**src/rtl/wbrr_arbiter.sv**
```systemverilog
// Round-robin N-master to 1-slave Wishbone arbiter with zero-latency grant from IDLE.
// Optional bus-stall watchdog and ABORT state enabled by defining WBRR_TIMEOUT_EN.
module wbrr_arbiter #(
    parameter int NM      = 4,
    parameter int DW      = 32,
    parameter int AW      = 19,
    parameter int TIMEOUT = 1023
) (
    input  logic                 i_clk,
    input  logic                 i_rst_n,
    input  logic [NM-1:0]        i_cyc,
    input  logic [NM-1:0]        i_stb,
    input  logic [NM-1:0]        i_we,
    input  logic [NM*AW-1:0]     i_adr,
    input  logic [NM*DW-1:0]     i_dat,
    input  logic [NM*DW/8-1:0]   i_sel,
    output logic [NM-1:0]        o_ack,
    output logic [NM-1:0]        o_stall,
    output logic [NM-1:0]        o_err,
    output logic                 o_cyc,
    output logic                 o_stb,
    output logic                 o_we,
    output logic [AW-1:0]        o_adr,
    output logic [DW-1:0]        o_dat,
    output logic [DW/8-1:0]      o_sel,
    input  logic                 i_ack,
    input  logic                 i_stall,
    input  logic                 i_err,
    output logic [NM-1:0]        o_grant
);
    localparam int IW = $clog2(NM);
    localparam int SW = DW / 8;

    if (NM < 2 || NM > 16) begin : g_bad_nm
        $error("wbrr_arbiter: NM must be within 2..16");
    end
    if (DW % 8 != 0) begin : g_bad_dw
        $error("wbrr_arbiter: DW must be a multiple of 8");
    end
    if (TIMEOUT < 1 || TIMEOUT > 65535) begin : g_bad_timeout
        $error("wbrr_arbiter: TIMEOUT must be within 1..65535");
    end

`ifdef WBRR_TIMEOUT_EN
    localparam int CW = $clog2(TIMEOUT + 1);
    typedef enum logic [1:0] {S_IDLE, S_BUSY, S_ABORT} state_t;
    logic [CW-1:0] r_cnt, w_cnt_nx;
`else
    typedef enum logic {S_IDLE, S_BUSY} state_t;
`endif

    state_t        r_state, w_state_nx;
    logic [IW-1:0] r_owner, w_owner_nx;
    logic [IW-1:0] r_last, w_last_nx;
    logic          r_hold, w_hold_nx;
    logic [IW-1:0] w_sel;
    logic          w_any;
    logic [IW-1:0] w_idx;
    logic          w_own;
    logic          w_tout;

    // Round-robin search upward from the master after the last owner.
    always_comb begin
        w_any = 1'b0;
        w_sel = '0;
        for (int unsigned k = 1; k <= NM; k++) begin
            if (!w_any && i_cyc[(32'(r_last) + k) % NM]) begin
                w_any = 1'b1;
                w_sel = IW'((32'(r_last) + k) % NM);
            end
        end
    end

    always_comb begin
        w_state_nx = r_state;
        w_owner_nx = r_owner;
        w_last_nx  = r_last;
        w_hold_nx  = 1'b0;
        w_own      = 1'b0;
        w_idx      = r_owner;
        w_tout     = 1'b0;
`ifdef WBRR_TIMEOUT_EN
        w_cnt_nx   = r_cnt;
`endif
        case (r_state)
            S_IDLE: begin
                if (!r_hold && w_any) begin
                    w_own      = 1'b1;
                    w_idx      = w_sel;
                    w_state_nx = S_BUSY;
                    w_owner_nx = w_sel;
                    w_last_nx  = w_sel;
`ifdef WBRR_TIMEOUT_EN
                    w_cnt_nx   = '0;
`endif
                end
            end
            S_BUSY: begin
                if (i_cyc[r_owner]) begin
                    w_own = 1'b1;
`ifdef WBRR_TIMEOUT_EN
                    if (i_ack || i_err) begin
                        w_cnt_nx = '0;
                    end else begin
                        w_cnt_nx = r_cnt + CW'(1);
                        if (r_cnt == CW'(TIMEOUT - 1)) begin
                            w_tout     = 1'b1;
                            w_state_nx = S_ABORT;
                        end
                    end
`endif
                end else begin
                    w_state_nx = S_IDLE;
                    w_hold_nx  = 1'b1;
                end
            end
`ifdef WBRR_TIMEOUT_EN
            // The exit clock itself serves as the mandatory bus-idle clock.
            S_ABORT: begin
                if (!i_cyc[r_owner]) begin
                    w_state_nx = S_IDLE;
                end
            end
`endif
            default: w_state_nx = S_IDLE;
        endcase
        // Gate the combinational grant so reset releases the bus immediately.
        if (!i_rst_n) begin
            w_own  = 1'b0;
            w_tout = 1'b0;
        end
    end

    always_comb begin
        o_cyc   = w_own;
        o_stb   = 1'b0;
        o_grant = '0;
        o_ack   = '0;
        o_err   = '0;
        o_stall = '1;
        o_we    = i_we[0];
        o_adr   = i_adr[0 +: AW];
        o_dat   = i_dat[0 +: DW];
        o_sel   = i_sel[0 +: SW];
        for (int unsigned m = 0; m < NM; m++) begin
            if (w_own && w_idx == IW'(m)) begin
                o_grant[m] = 1'b1;
                o_ack[m]   = i_ack;
                o_err[m]   = i_err | w_tout;
                o_stall[m] = i_stall;
                o_stb      = i_stb[m];
                o_we       = i_we[m];
                o_adr      = i_adr[m*AW +: AW];
                o_dat      = i_dat[m*DW +: DW];
                o_sel      = i_sel[m*SW +: SW];
            end
        end
    end

    always_ff @(posedge i_clk or negedge i_rst_n) begin
        if (!i_rst_n) begin
            r_state <= S_IDLE;
            r_owner <= '0;
            r_last  <= IW'(NM - 1);
            r_hold  <= 1'b0;
`ifdef WBRR_TIMEOUT_EN
            r_cnt   <= '0;
`endif
        end else begin
            r_state <= w_state_nx;
            r_owner <= w_owner_nx;
            r_last  <= w_last_nx;
            r_hold  <= w_hold_nx;
`ifdef WBRR_TIMEOUT_EN
            r_cnt   <= w_cnt_nx;
`endif
        end
    end
endmodule

```
**config.mk**
```make
export PLATFORM = sky130hd
export DESIGN_NAME = wbrr_arbiter
export DESIGN_NICKNAME = d
export VERILOG_FILES = /design/src/rtl/wbrr_arbiter.sv
export SDC_FILE = /design/constraint.sdc
export NUM_CORES = 1
export LEC_CHECK = 0
export CAP_MARGIN = 20
export CELL_PAD_IN_SITES_DETAIL_PLACEMENT = 1
export CELL_PAD_IN_SITES_GLOBAL_PLACEMENT = 2
export CORE_ASPECT_RATIO = 0.7
export CORE_MARGIN = 1.5
export CORE_UTILIZATION = 13
export CTS_CLUSTER_SIZE = 14
export DETAILED_ROUTE_END_ITERATION = 8
export GPL_ROUTABILITY_DRIVEN = 1
export PLACE_DENSITY_LB_ADDON = 0.1
export SLEW_MARGIN = 30
export SYNTH_ARGS = -nofsm -noshare
export SYNTH_HDL_FRONTEND = slang
export SYNTH_SLANG_ARGS = --single-unit
```
**constraint.sdc**
```tcl
create_clock -name i_clk -period 3 [get_ports i_clk]
set_input_delay 0.3 -clock i_clk [delete_from_list [all_inputs] [get_ports i_clk]]
set_output_delay 0.3 -clock i_clk [all_outputs]
set_load 0.01 [all_outputs]
```
Word-level counts from Yosys, hierarchy flattened
Cells that the tools add are included.
- input bits: 237
- register bits: 6
- output and inout bits: 74
- bitwise logic cells: 1
- add/subtract/negate cells: 4
- reduce and logical (&&, ||, !) cells: 14
- equality and inequality tests: 3
- magnitude comparators: 5
- mux-type cells: 58
- operators with widths (kind ; number):
    32-bit 2-to-1 mux ; 3
    19-bit 2-to-1 mux ; 3
    1-bit 2-to-1 mux ; 37
    2-bit by 3-bit < comparator with 1-bit output, second input constant ; 5
    2-bit 2-to-1 mux ; 6
    4-bit 2-to-1 mux ; 3
    1-bit binary-select mux with 2-bit select ; 5
    1-bit logical AND ; 8
    2-bit by 1-bit adder with 2-bit output, second input constant ; 2
    2-bit adder, second input constant ; 2
    2-bit == test, second input constant ; 2
    1-bit zero test ; 4
    2-bit by 1-bit == test with 1-bit output, second input constant ; 1
    2-bit zero test ; 1
    1-bit one-hot mux with 2 select lines ; 1
    2-bit AND reduction ; 1
    1-bit inverter ; 1

Longest topological paths before layout
- depth after elaboration: 22
- mapped depth: 8
- mapped depth without buffers: 6

Worst setup path before layout
No wires, ideal clock.
- kind: flip-flop to output port
- start: register r_last[1]
- end: output o_adr[0]
- arrival time: 1.918 ns
- path buffers: 2
- setup slack: 0.782 ns
- data required time: 2.700 ns
- cell stages (with the launch flop): 9
- cells stage by stage: dfstp_2 -> mux2i_1 -> o211ai_2 -> o31ai_2 -> inv_2 -> buf_6 -> buf_6 -> mux2i_1 -> o221ai_1
- longest elaborated chain between the ends: 21
- elaborated cells on any way between the ends: 41
- classes of those cells: 4 x add/sub; 3 x eq/ne; 24 x mux; 10 x reduce/logical
- ends and longest elaborated chain (element ; RTL line ; RTL):
    start, declared ; 54 ; logic [IW-1:0] r_last, w_last_nx;
    start signal, assigned ; 164 ; r_last <= IW'(NM - 1);
    start signal, assigned ; 172 ; r_last <= w_last_nx;
    2-bit by 1-bit adder with 2-bit output ; 67, 69 ;
    1-bit binary-select mux with 2-bit select ; 67 ; if (!w_any && i_cyc[(32'(r_last) + k) % NM]) begin
    1-bit 2-to-1 mux (not written as such) ; 67 ;
    1-bit 2-to-1 mux ; 67 ;
    1-bit zero test ; 67 ;
    1-bit logical AND ; 67 ;
    1-bit 2-to-1 mux ; 67 ;
    1-bit zero test ; 67 ;
    [4 not listed] ; - ;
    1-bit 2-to-1 mux ; 67 ;
    1-bit logical AND ; 87 ; if (!r_hold && w_any) begin
    1-bit 2-to-1 mux or 2-bit 2-to-1 mux (tied branches) ; - ;
    1-bit one-hot mux with 2 select lines or 2-bit 2-to-1 mux (tied branches) ; 85 ; case (r_state)
    1-bit 2-to-1 mux or 2-bit by 1-bit == test with 1-bit output (tied branches) ; 128, 146 ;
    1-bit logical AND ; 146 ; if (w_own && w_idx == IW'(m)) begin
    19-bit 2-to-1 mux (2 in a row) ; 146 ;
    19-bit 2-to-1 mux (*) ; 146 ;
    end, declared ; 23 ; output logic [AW-1:0] o_adr,
Every way passes the cells marked *; elsewhere a longest branch is shown, timed or not. The select of a mux whose other input is x is not followed.

Worst setup path after layout
- start: register r_last[1]
- end: output o_adr[16]
The elaborated chain is that of the path after synthesis.

==> flow_summary.toml <==
[run_status]
outcome = "complete, no violations"

[layout]
nets = 940
area_delta_synth_final_pct = 141
antenna_cells = 0
final_layout_size_suffix_gt1_share_pct = 13.7
post-route-util_pct = 31.8

[timing]
skew_ns = 0.000322
relSlewSlack_pct = 80.0
timing.final.hold_violations = 0
tightest_slew_ns = 0.300
slew_violations = 0
period_share_pct = 97.1
setup_slack_ns = 0.0861
setup_viol = 0
final.min_clock_period_ns = 2.91
fmax_mhz = 343
rsz0062_at_grt = "true"

[floorplan]
fp.dieH_um = 124
start_util_pct = 13.2
rows = 44
die_w_um = 176
design.die.area_um2 = 21800
num_io_pins = 311
core_um2 = 20600

[power]
cellLeakagePower_nw = 2.94
p_sw_mw = 2.75
p_clk_share_pct = 4.0
power_density_nw_per_um2 = 849
swShare_pct = 49.4
ir_worst_vdd_mv = 0.452
seqPwrFrac_pct = 3.2
power.internal_mw = 2.81
combPwrFrac_pct = 92.8

[synthesis]
synth_top_area_share_pct = 21.7
synth-async-reset-ratio_pct = 100
synth_area_per_cell_um2 = 7.11
synthFlopType = "dfrtp_1"
yosysTopAreaCell = "mux2i_1"
synth_cells = 382
ys_types = 38
ys_ff_latch = 6
synth_edf_count = 0
synth_nets = 619
synth_area_leaders = "mux2i_1 (22%), o221ai_1 (18%), and2_1 (13%)"
ys_seq_area_share_pct = 5.62
synth_warnings = 0
syn_area_um2 = 2720

[run]
cap_violations = 0

[routing]
dr.pass1.iters = 4
routed_wl_um = 18500
antenna_left = 0
drt_iter0_markers = 72
vias = 4294
drt-vias-per-instance = 4.40
routedWlPerCell_um = 18.9
drc = 0

[global_route]
antenna_found_initial = 0
grt_max_degree = 37
grt_pass1_wl_um = 27200
grt_pass1_vias = 4606
grt-ovfl-total = 0
track_usage_pct = 16.2

[clock_tree]
ctsLongestPathBuffers = 2
tritoncts = "yes"
clk_latency_ns = 0.23
path_clk_slew_ns = 0.03
htreeDepth = 1
cts_made_buffers = 3
root_buffer = "clkbuf_16"
cts.sinks = 6

[placement]
place.gp.congestion = 0.858
place_ws_ns = -0.346
hpwl_um = 14300
io_buffers = 310

[worst_setup_path]
path_class = "register to output pin"
critPathCaptureType = "output pin"
cp.required_ns = 2.70
rrSetupSlack_ns = 1.12
crit_arrival_ns = 2.61
critPathLaunchType = "register"
cp_max_fo = 18

[hold_path]
min_path_type = "input port to async pin"
==> cells in the final DEF, fill, tap and decap left out, types with 2 or more instances in the layout <==
cell type        count
clkdlybuf4s50_1    240
inv_1               58
and2_1              57
a31oi_1             55
o221ai_1            53
mux2i_1             51
dlygate4sd2_1       32
buf_4               26
buf_2               18
dlymetal6s2s_1       9
nor2_1               8
clkdlybuf4s15_1      8
buf_12               8
nand2_1              7
buf_6                7
mux2i_2              5
and3_1               4
dfrtp_1              4
nand2b_1             3
a21o_1               3
o221ai_2             3
mux2i_4              3
clkbuf_16            3
nor3_1               2
or3_1                2
nand3_1              2
buf_16               2
clkbuf_2             2
dfstp_2              2
==> worst max-delay path, stage by stage (launching register included) <==
cell and delay, ns:
dfstp_2 0.59, mux2i_2 0.26, o211ai_2 0.13, o31ai_4 0.29, clkinv_4 0.14, buf_4 0.16
buf_6 0.16, mux2i_1 0.21, o221ai_1 0.12, dlygate4sd2_1 0.30
==> synth_stat cells, types with 3 or more instances <==
cell	number
nor2_1	9
a21o_1	3
mux2i_1	59
inv_1	58
o221ai_1	56
a31oi_1	56
buf_4	6
nand2_1	7
and2_1	57
nand2b_1	3
buf_6	5
clkbuf_1	13
and3_1	4
buf_2	12
dfrtp_1	4
==> layout make-up <==
type / count / area, um2
Inverter: 61 / 235
Sequential cell: 6 / 153
Multi-Input combinational cell: 277 / 2230
Tap cell: 276 / 345
Clock buffer: 3 / 75.1
Fill cell: 2476 / 14000
Timing Repair Buffer: 354 / 3510
==> stage by stage <==
stage / hold WS [ns] / setup TNS, ns / area, um2 / total power, mW / std cells
floorplan: 0.00441 / 0 / 2720 / 2.78 / 382
global placement: 0.516 / -13.76 / 6300 / 5.23 / 962
detailed placement: 0.551 / -15.38 / 6300 / 5.28 / 962
CTS: 0.394 / -0.205 / 6490 / 5.61 / 971
global route: 0.407 / -0.0311 / 6550 / 6.00 / 977
finish: 0.388 / 0 / 6550 / 5.56 / 977
==> power by group through the flow <==
| stage | combinational [mW] | sequential [mW] | clock [mW] |
|---|---|---|---|
| global route | 5.58 | 0.188 | 0.229 |
| finish | 5.16 | 0.179 | 0.221 |
| floorplan | 2.62 | 0.163 | 0 |
| CTS | 5.20 | 0.181 | 0.225 |
| detailed placement | 5.09 | 0.180 | 0 |
| global placement | 5.06 | 0.179 | 0 |
==> sequential cells by signal (all words and copies together) (netlist names) <==
register and flops:
r_hold 1, r_last 2, r_owner 2, r_state 1
==> routing by layer <==
layer	GRT usage (%)	wire, um	vias up
met4	1.12	42	0
met3	3.69	1370	5
met2	28.3	8840	156
met5	0	0	-
li1	-	-	2071
met1	21.2	8220	2062
==> repair_timing <==
item                       in CTS  in global routing
cloned                          3                  0
hold buffers                    0                  0
setup endpoints to repair      69                 62
setup buffers                   3                  6
pin swaps                       3                  4
gates resized for setup       154                 20
==> worst paths after layout <==
path,end,cells past startpoint,startpoint
worst max register to register,r_owner[0],6,r_last[1]
worst min register to register,r_state,2,r_state
worst max-delay path,o_adr[16],9,r_last[1]
min in group i_clk,r_state,2,r_state
worst min-delay path,r_owner[1],2,i_rst_n
max in group asynchronous,r_last[0],2,i_rst_n
==> logic make-up after synthesis <==
group	Yosys count	share of synthesized area, %
and+or+nand+nor	94	20.4
muxes	60	22.6
DFF	6	5.62
buffers and inverters	99	16.6
AOI/OAI and AO/OA	123	34.8
No activity file was read; power rests on OpenSTA's default activity.
